**src/rtl/modadd_pkg.sv**
```systemverilog
// Shared definitions for the modular-add arbiter: control FSM states and
// default sizing constants.
package modadd_pkg;

    localparam int DEFAULT_DATA_WIDTH = 8;
    localparam int DEFAULT_NUM_REQ    = 4;

    // RUN: normal arbitration; DRAIN: wait for the pipeline to empty before a
    // modulus change; LOAD: one-cycle modulus write.
    typedef enum logic [1:0] {
        RUN   = 2'd0,
        DRAIN = 2'd1,
        LOAD  = 2'd2
    } state_e;

endpackage

```
**src/rtl/modadd_core.sv**
```systemverilog
// Combinational modular adder: result = (a + b) mod m, assuming a, b < m.
module modadd_core
    import modadd_pkg::*;
#(
    parameter int DATA_WIDTH = DEFAULT_DATA_WIDTH
) (
    input  logic [DATA_WIDTH-1:0] a,
    input  logic [DATA_WIDTH-1:0] b,
    input  logic [DATA_WIDTH-1:0] m,
    output logic [DATA_WIDTH-1:0] result
);

    logic [DATA_WIDTH:0] sum_s;

    // Full-width sum keeps the carry so 254 + 254 against 255 is not lost;
    // the subtraction only needs the low bits because the true difference
    // always fits in DATA_WIDTH when both operands are below the modulus.
    always_comb begin
        sum_s = {1'b0, a} + {1'b0, b};
        if (sum_s >= {1'b0, m}) begin
            result = sum_s[DATA_WIDTH-1:0] - m;
        end else begin
            result = sum_s[DATA_WIDTH-1:0];
        end
    end

endmodule

```
**src/rtl/modadd_arbiter.sv**
```systemverilog
// Round-robin arbiter feeding a two-stage modular-add pipeline, with a
// drain-then-load protocol for changing the modulus.
module modadd_arbiter
    import modadd_pkg::*;
#(
    parameter int DATA_WIDTH = DEFAULT_DATA_WIDTH,
    parameter int NUM_REQ    = DEFAULT_NUM_REQ,
    parameter int ID_W       = (NUM_REQ > 1) ? $clog2(NUM_REQ) : 1
) (
    input  logic                          clk,
    input  logic                          rst,
    input  logic [NUM_REQ-1:0]            req_valid,
    output logic [NUM_REQ-1:0]            req_ready,
    input  logic [NUM_REQ*DATA_WIDTH-1:0] req_a,
    input  logic [NUM_REQ*DATA_WIDTH-1:0] req_b,
    input  logic                          cfg_valid,
    input  logic [DATA_WIDTH-1:0]         cfg_modulus,
    output logic                          cfg_ready,
    output logic                          rsp_valid,
    input  logic                          rsp_ready,
    output logic [DATA_WIDTH-1:0]         rsp_data,
    output logic [ID_W-1:0]               rsp_id
);

    // One extra bit so (last_grant + 1 + i) never overflows before wrapping.
    localparam int              IDX_W       = ID_W + 1;
    localparam logic [IDX_W-1:0] NUM_REQ_IDX = IDX_W'(NUM_REQ);
    localparam logic [ID_W-1:0]  LAST_ID     = ID_W'(NUM_REQ - 1);

    state_e                  state_q, state_d;
    logic [ID_W-1:0]         last_grant_q, last_grant_d;
    logic [DATA_WIDTH-1:0]   mod_q, mod_d;

    logic                    s1_valid_q, s1_valid_d;
    logic [DATA_WIDTH-1:0]   s1_a_q, s1_a_d;
    logic [DATA_WIDTH-1:0]   s1_b_q, s1_b_d;
    logic [ID_W-1:0]         s1_id_q, s1_id_d;

    logic                    s2_valid_q, s2_valid_d;
    logic [DATA_WIDTH-1:0]   s2_data_q, s2_data_d;
    logic [ID_W-1:0]         s2_id_q, s2_id_d;

    logic                    grant_en_s;
    logic                    cfg_ready_s;
    logic                    s2_free_s;
    logic                    s1_move_s;
    logic                    s1_open_s;
    logic                    accept_s;
    logic                    pick_found_s;
    logic                    hit_s;
    logic [ID_W-1:0]         pick_id_s;
    logic [IDX_W-1:0]        cand_s;
    logic [NUM_REQ-1:0]      grant_s;
    logic [DATA_WIDTH-1:0]   pick_a_s;
    logic [DATA_WIDTH-1:0]   pick_b_s;
    logic [DATA_WIDTH-1:0]   core_result_s;

    modadd_core #(
        .DATA_WIDTH (DATA_WIDTH)
    ) u_core (
        .a      (s1_a_q),
        .b      (s1_b_q),
        .m      (mod_q),
        .result (core_result_s)
    );

    // FSM state register.
    always_ff @(posedge clk) begin
        if (rst) begin
            state_q <= RUN;
        end else begin
            state_q <= state_d;
        end
    end

    // FSM next state: a modulus request drains the pipeline before loading;
    // dropping the request while draining abandons it.
    always_comb begin
        state_d = state_q;
        case (state_q)
            RUN: begin
                state_d = cfg_valid ? DRAIN : RUN;
            end
            DRAIN: begin
                if (!cfg_valid) begin
                    state_d = RUN;
                end else if (!s1_valid_q && !s2_valid_q) begin
                    state_d = LOAD;
                end else begin
                    state_d = DRAIN;
                end
            end
            LOAD: begin
                state_d = RUN;
            end
            default: begin
                state_d = RUN;
            end
        endcase
    end

    // FSM outputs: grants only in RUN with no pending modulus change.
    always_comb begin
        grant_en_s  = 1'b0;
        cfg_ready_s = 1'b0;
        case (state_q)
            RUN: begin
                grant_en_s  = !cfg_valid;
                cfg_ready_s = 1'b0;
            end
            DRAIN: begin
                grant_en_s  = 1'b0;
                cfg_ready_s = 1'b0;
            end
            LOAD: begin
                grant_en_s  = 1'b0;
                cfg_ready_s = !rst;
            end
            default: begin
                grant_en_s  = 1'b0;
                cfg_ready_s = 1'b0;
            end
        endcase
    end

    // Round-robin search starting one past the last accepted requester.
    always_comb begin
        pick_found_s = 1'b0;
        pick_id_s    = '0;
        cand_s       = '0;
        hit_s        = 1'b0;
        for (int i = 0; i < NUM_REQ; i++) begin
            cand_s       = {1'b0, last_grant_q} + IDX_W'(1) + IDX_W'(i);
            cand_s       = (cand_s >= NUM_REQ_IDX) ? (cand_s - NUM_REQ_IDX) : cand_s;
            hit_s        = !pick_found_s && req_valid[cand_s[ID_W-1:0]];
            pick_id_s    = hit_s ? cand_s[ID_W-1:0] : pick_id_s;
            pick_found_s = pick_found_s | hit_s;
        end
    end

    // Pipeline occupancy, accept decision, one-hot grant and operand select.
    always_comb begin
        s2_free_s = !s2_valid_q || rsp_ready;
        s1_move_s = s1_valid_q && s2_free_s;
        s1_open_s = !s1_valid_q || s2_free_s;
        accept_s  = grant_en_s && s1_open_s && pick_found_s && !rst;
        grant_s   = '0;
        pick_a_s  = '0;
        pick_b_s  = '0;
        for (int i = 0; i < NUM_REQ; i++) begin
            grant_s[i] = accept_s && (pick_id_s == ID_W'(i));
            pick_a_s   = (pick_id_s == ID_W'(i)) ? req_a[i*DATA_WIDTH +: DATA_WIDTH] : pick_a_s;
            pick_b_s   = (pick_id_s == ID_W'(i)) ? req_b[i*DATA_WIDTH +: DATA_WIDTH] : pick_b_s;
        end
    end

    // Next-state for pipeline stages, grant pointer and modulus register.
    always_comb begin
        s2_valid_d = s2_valid_q;
        s2_data_d  = s2_data_q;
        s2_id_d    = s2_id_q;
        if (s2_free_s) begin
            s2_valid_d = s1_valid_q;
            s2_data_d  = s1_valid_q ? core_result_s : s2_data_q;
            s2_id_d    = s1_valid_q ? s1_id_q : s2_id_q;
        end else begin
            s2_valid_d = s2_valid_q;
        end

        s1_valid_d = s1_valid_q;
        s1_a_d     = s1_a_q;
        s1_b_d     = s1_b_q;
        s1_id_d    = s1_id_q;
        if (accept_s) begin
            s1_valid_d = 1'b1;
            s1_a_d     = pick_a_s;
            s1_b_d     = pick_b_s;
            s1_id_d    = pick_id_s;
        end else if (s1_move_s) begin
            s1_valid_d = 1'b0;
        end else begin
            s1_valid_d = s1_valid_q;
        end

        last_grant_d = accept_s ? pick_id_s : last_grant_q;
        mod_d        = (cfg_ready_s && cfg_valid) ? cfg_modulus : mod_q;
    end

    // Datapath and control registers.
    always_ff @(posedge clk) begin
        if (rst) begin
            last_grant_q <= LAST_ID;
            mod_q        <= '1;
            s1_valid_q   <= 1'b0;
            s1_a_q       <= '0;
            s1_b_q       <= '0;
            s1_id_q      <= '0;
            s2_valid_q   <= 1'b0;
            s2_data_q    <= '0;
            s2_id_q      <= '0;
        end else begin
            last_grant_q <= last_grant_d;
            mod_q        <= mod_d;
            s1_valid_q   <= s1_valid_d;
            s1_a_q       <= s1_a_d;
            s1_b_q       <= s1_b_d;
            s1_id_q      <= s1_id_d;
            s2_valid_q   <= s2_valid_d;
            s2_data_q    <= s2_data_d;
            s2_id_q      <= s2_id_d;
        end
    end

    assign req_ready = grant_s;
    assign cfg_ready = cfg_ready_s;
    assign rsp_valid = s2_valid_q;
    assign rsp_data  = s2_data_q;
    assign rsp_id    = s2_id_q;

endmodule

```
**config.mk**
```make
export PLATFORM = sky130hd
export DESIGN_NAME = modadd_arbiter
export DESIGN_NICKNAME = d
export VERILOG_FILES = /design/src/rtl/modadd_pkg.sv /design/src/rtl/modadd_core.sv /design/src/rtl/modadd_arbiter.sv
export SDC_FILE = /design/constraint.sdc
export NUM_CORES = 1
export LEC_CHECK = 0
export CORE_MARGIN = 2
export CORE_UTILIZATION = 25
export CTS_BUF_LIST = sky130_fd_sc_hd__clkbuf_8
export DETAILED_ROUTE_END_ITERATION = 10
export PLACE_DENSITY = 0.49
export SETUP_SLACK_MARGIN = 0.5
export SKIP_CTS_REPAIR_TIMING = 1
export SYNTH_ARGS = -nofsm -noshare
export SYNTH_HDL_FRONTEND = slang
export SYNTH_HIERARCHICAL = 1
export SYNTH_SLANG_ARGS = --single-unit
```
**constraint.sdc**
```tcl
create_clock -name clk -period 3.5 [get_ports clk]
set_input_delay 0.875 -clock clk [delete_from_list [all_inputs] [get_ports clk]]
set_output_delay 0.875 -clock clk [all_outputs]
set_load 0.01 [all_outputs]
```
==> results list <==
* H-tree level count: 2
- The setup check on the worst reg-to-reg path leaves a slack of 0.34 ns.
* Pin count of the biggest net entering global routing: 41
- For this run, the detailed router's first-pass iteration total came to 4.
- Post-synthesis sequential area ratio: 0.275
- The flow ran to the end, and the final reports show no timing, DRC or antenna violations.
- Number of global-route vias before repair: 2,588
- Post-DP Area: 4160 µm²
- Net switching power figure: 430 µW
- For this design, the sink count on the clock tree is 42.
- In this run the count of I/O pins placed on the die edge is 96.
- Drt initial violations: 95
* Internal power summed over all cells: 1040 µW
* Post-synthesis average cell area: 9.50 µm²
- After detailed routing, the average wire length per cell comes to 13.2 µm.
- After synthesis the cells add up to 3060 µm².
- Worst hold path class: reg2reg
* Routed Wire Length: 7530 µm
- Worst Slack Setup Final: 0.338 ns
* Starting density of the core: 0.256
- Data on the critical path arrives at its endpoint at 3.34 ns.
- Antenna Violating Nets Remaining: 0
* Most common flop cell mapped by yosys: sky130_fd_sc_hd__dfxtp_1
- The worst register-to-register path ends at rsp_data[3].
- The HPWL after detailed placement is 5860 µm.
- Detail-routed via count per cell: 4.55
- Final weighted congestion of routability-driven global placement: 0.767
* Total setup violations reported at the end of the flow: 0
- Flip-flop and latch count after synthesis: 42
- Counting flops with an async set or reset pin after synthesis yields a share of 0.
- TritonCTS built the clock tree.
- For the worst setup path, the data required time is 3.68 ns.
- Switch share: 0.293
* Count of distinct cell types in the synthesized netlist: 53
* Static Leakage: 0.00199 µW
* Remaining max-slew budget at the tightest pin: 0.555
- Net count, final: 523
- The critical path is of the reg2reg type.
* Min-Delay Path Depth: 2
- The number of antenna violations at the first check in global routing is 0.
- After clock tree synthesis, the clock-pin slew on the worst setup and hold paths is 0.08 ns.
* Endpoint kind of the worst setup timing path: register
* DRC Markers: 0
- Number of antenna cells inserted: 0
- In the final layout, the share of cells above drive strength 1 is 0.202.
* Total congestion overflow: 0
* Final-report hold violation count: 0
* Share of the clock period used by the worst path: 0.903
- In this run the most critical hold path is launched from s1_id_q[1].
- Total CTS buffers: 5
- The number of max-slew violations in the final report was 0.
* Site Rows: 40
- Vias after detailed routing: 2,600
- Buffers from clock root to sink, at most: 2
- Synthesis-to-finish area growth: 43.8%
- Post-synthesis instance total: 322
- The tool flagged a number of max-cap violations equal to 0.
- At the later pin of the worst-skew pair, clock insertion delay measures 0.29 ns.
- VDD IR max: 0.163 mV
- The die covers 13,100 µm².
- Dividing total power by cell area gives a power density of 334 nW/µm².
- DIE HEIGHT: 115 µm
- At the end of the flow the core is filled with cells to 0.368.
- Final hold analysis gives a worst-case slack of 0.462 ns.
- After routing the design area is 4400 µm².
- Worst setup slack before clock tree synthesis: -0.182 ns
- The share of total power dissipated in combinational logic is 0.364.
- The floorplan step set the die width to 115 µm.
- STA classifies the critical path startpoint as a register.
- In the global route stage, overall resource usage came out at 0.117.
- The worst register-to-register path has a depth of 14.
* First-pass GRT wire length: 12,500 µm
* Fin Setup TNS: 0 ns
* Worst slew pin tran: 0.668 ns
- After layout, the minimum clock period comes to 3.16 ns.
- Setup repair after global routing could not meet its margin everywhere.
- Capture endpoint of the worst hold path: s1_id_q[1]
* Worst setup skew after layout: 0.00373 ns
* Count of flip-flops with a built-in enable after synthesis: 0
* Count of synthesis-stage warnings from yosys: 6
- In this run the critical register-to-register path is launched from s1_b_q[0].
- Synthesized Nets: 420
- Of the total power, registers draw 0.363.
- Of the total power, the clock network draws 0.273.
- FMAX: 316 MHz
- Master cell of the clock root buffer: sky130_fd_sc_hd__clkbuf_8
* Core footprint: 12,000 µm²
- Along the worst path, the maximum fanout reaches 7.
- IO buf count: 95
cells in the final DEF, fill, tap and decap left out, types with 5 or more instances in the layout:
master / instances
sky130_fd_sc_hd__buf_4: 16
sky130_fd_sc_hd__a21oi_1: 8
sky130_fd_sc_hd__dfxtp_1: 40
sky130_fd_sc_hd__o21ai_1: 5
sky130_fd_sc_hd__nor2_1: 22
sky130_fd_sc_hd__dlymetal6s2s_1: 9
sky130_fd_sc_hd__nand2b_1: 5
sky130_fd_sc_hd__mux2_2: 15
sky130_fd_sc_hd__ha_1: 15
sky130_fd_sc_hd__nand3b_1: 25
sky130_fd_sc_hd__nand2_1: 24
sky130_fd_sc_hd__mux2i_1: 43
sky130_fd_sc_hd__clkbuf_8: 6
sky130_fd_sc_hd__clkdlybuf4s50_1: 85
sky130_fd_sc_hd__mux2_4: 6
sky130_fd_sc_hd__o21ai_2: 17
sky130_fd_sc_hd__inv_1: 11
critical path, stage by stage (launching register included):
cell and delay [ns]:
sky130_fd_sc_hd__dfxtp_2 0.34, sky130_fd_sc_hd__ha_4 0.16, sky130_fd_sc_hd__fa_2 0.38, sky130_fd_sc_hd__a211oi_2 0.28, sky130_fd_sc_hd__o21bai_1 0.11, sky130_fd_sc_hd__a21oi_2 0.18, sky130_fd_sc_hd__xnor2_2 0.11, sky130_fd_sc_hd__ha_1 0.34
sky130_fd_sc_hd__nand4_1 0.16, sky130_fd_sc_hd__a21oi_2 0.23, sky130_fd_sc_hd__o31ai_4 0.09, sky130_fd_sc_hd__nand2_4 0.15, sky130_fd_sc_hd__mux2_4 0.31, sky130_fd_sc_hd__mux2i_1 0.13, sky130_fd_sc_hd__nor2_1 0.05
synthesized netlist by cell type, drive strengths merged, types with 2 or more instances:
library cell / n / area [µm²]
fa: 2 / 40.0
buf: 10 / 113
xnor2: 5 / 43.8
mux2i: 43 / 430
nand3: 2 / 15.0
and3: 2 / 12.5
nor2: 23 / 86.3
nand2: 26 / 105
nand4: 4 / 25.0
or3: 2 / 12.5
nand3b: 26 / 199
a21oi: 13 / 83.8
ha: 16 / 200
o211ai: 2 / 15.0
clkbuf: 5 / 18.8
o21ai: 25 / 185
mux2: 21 / 259
nor3b: 3 / 22.5
a211oi: 3 / 27.5
dfxtp: 42 / 841
xor2: 3 / 26.3
a21o: 3 / 22.5
a31oi: 2 / 12.5
o21bai: 2 / 15.0
nor2b: 4 / 25.0
nand2b: 5 / 31.3
inv: 11 / 41.3
nor3: 4 / 25.0
final cells by class:
cell class,instances,area [µm²]
multi-input cells,254,2130
clock buffers,6,82.6
inverters,11,41.3
clock inverters,1,30.0
flip-flops and latches,42,843
fillers,1210,7560
well taps,147,184
repair buffers,111,1090
power by group through the flow:
stage	clock network [µW]	logic (µW)	registers [µW]
2_1_floorplan	0	358	540
3_3_place_gp	0	516	543
3_5_place_dp	0	522	543
4_1_cts	417	526	532
5_1_grt	436	592	539
6_report	402	534	534
layer usage:
metal  share of wire  track usage  vias up
met4          0.0086       0.0268        0
met3           0.055       0.0228        8
met2            0.43        0.179       76
met1            0.51        0.168     1151
li1                -            -     1365
met5               0            0        -
logic make-up (layout without fill, tap and decap cells):
group	count (synthesis)	in the layout	synth area share
AO/OA/AOI/OAI	59	59	0.151
XOR/XNOR	8	8	0.0229
adder cells (fa/ha/maj)	18	18	0.0785
buffers and inverters	26	129	0.0564
flip-flops	42	42	0.275
multiplexers	64	64	0.225
AND/OR/NAND/NOR	105	105	0.191
how the worst max path moves through the flow:
stage | startpoint | end | slack, ns
CTS | req_valid[3] | req_ready[0] | -0.20
global route | s1_b_q[0] | rsp_data[3] | 0.18
finish | s1_b_q[0] | rsp_data[3] | 0.34
floorplan | s1_a_q[0] | rsp_data[1] | 0.51
detailed placement | req_valid[3] | req_ready[0] | -0.18
global placement | req_valid[3] | req_ready[0] | -0.10
per-stage QoR:
stage / instances / power [µW]
final: 572 / 1470
after global routing: 572 / 1570
after CTS: 567 / 1480
after detailed placement: 560 / 1070
after global placement: 560 / 1060
after floorplan: 322 / 898
registers in the layout, indices dropped and copies added (netlist names):
name / cells
s1_a_q: 8
rsp_valid: 1
rsp_id: 2
mod_q: 8
s1_b_q: 8
last_grant_q: 2
s1_valid_q: 1
state_q: 2
rsp_data: 8
s1_id_q: 2
Note: power is estimated with default switching activity, not from simulation.
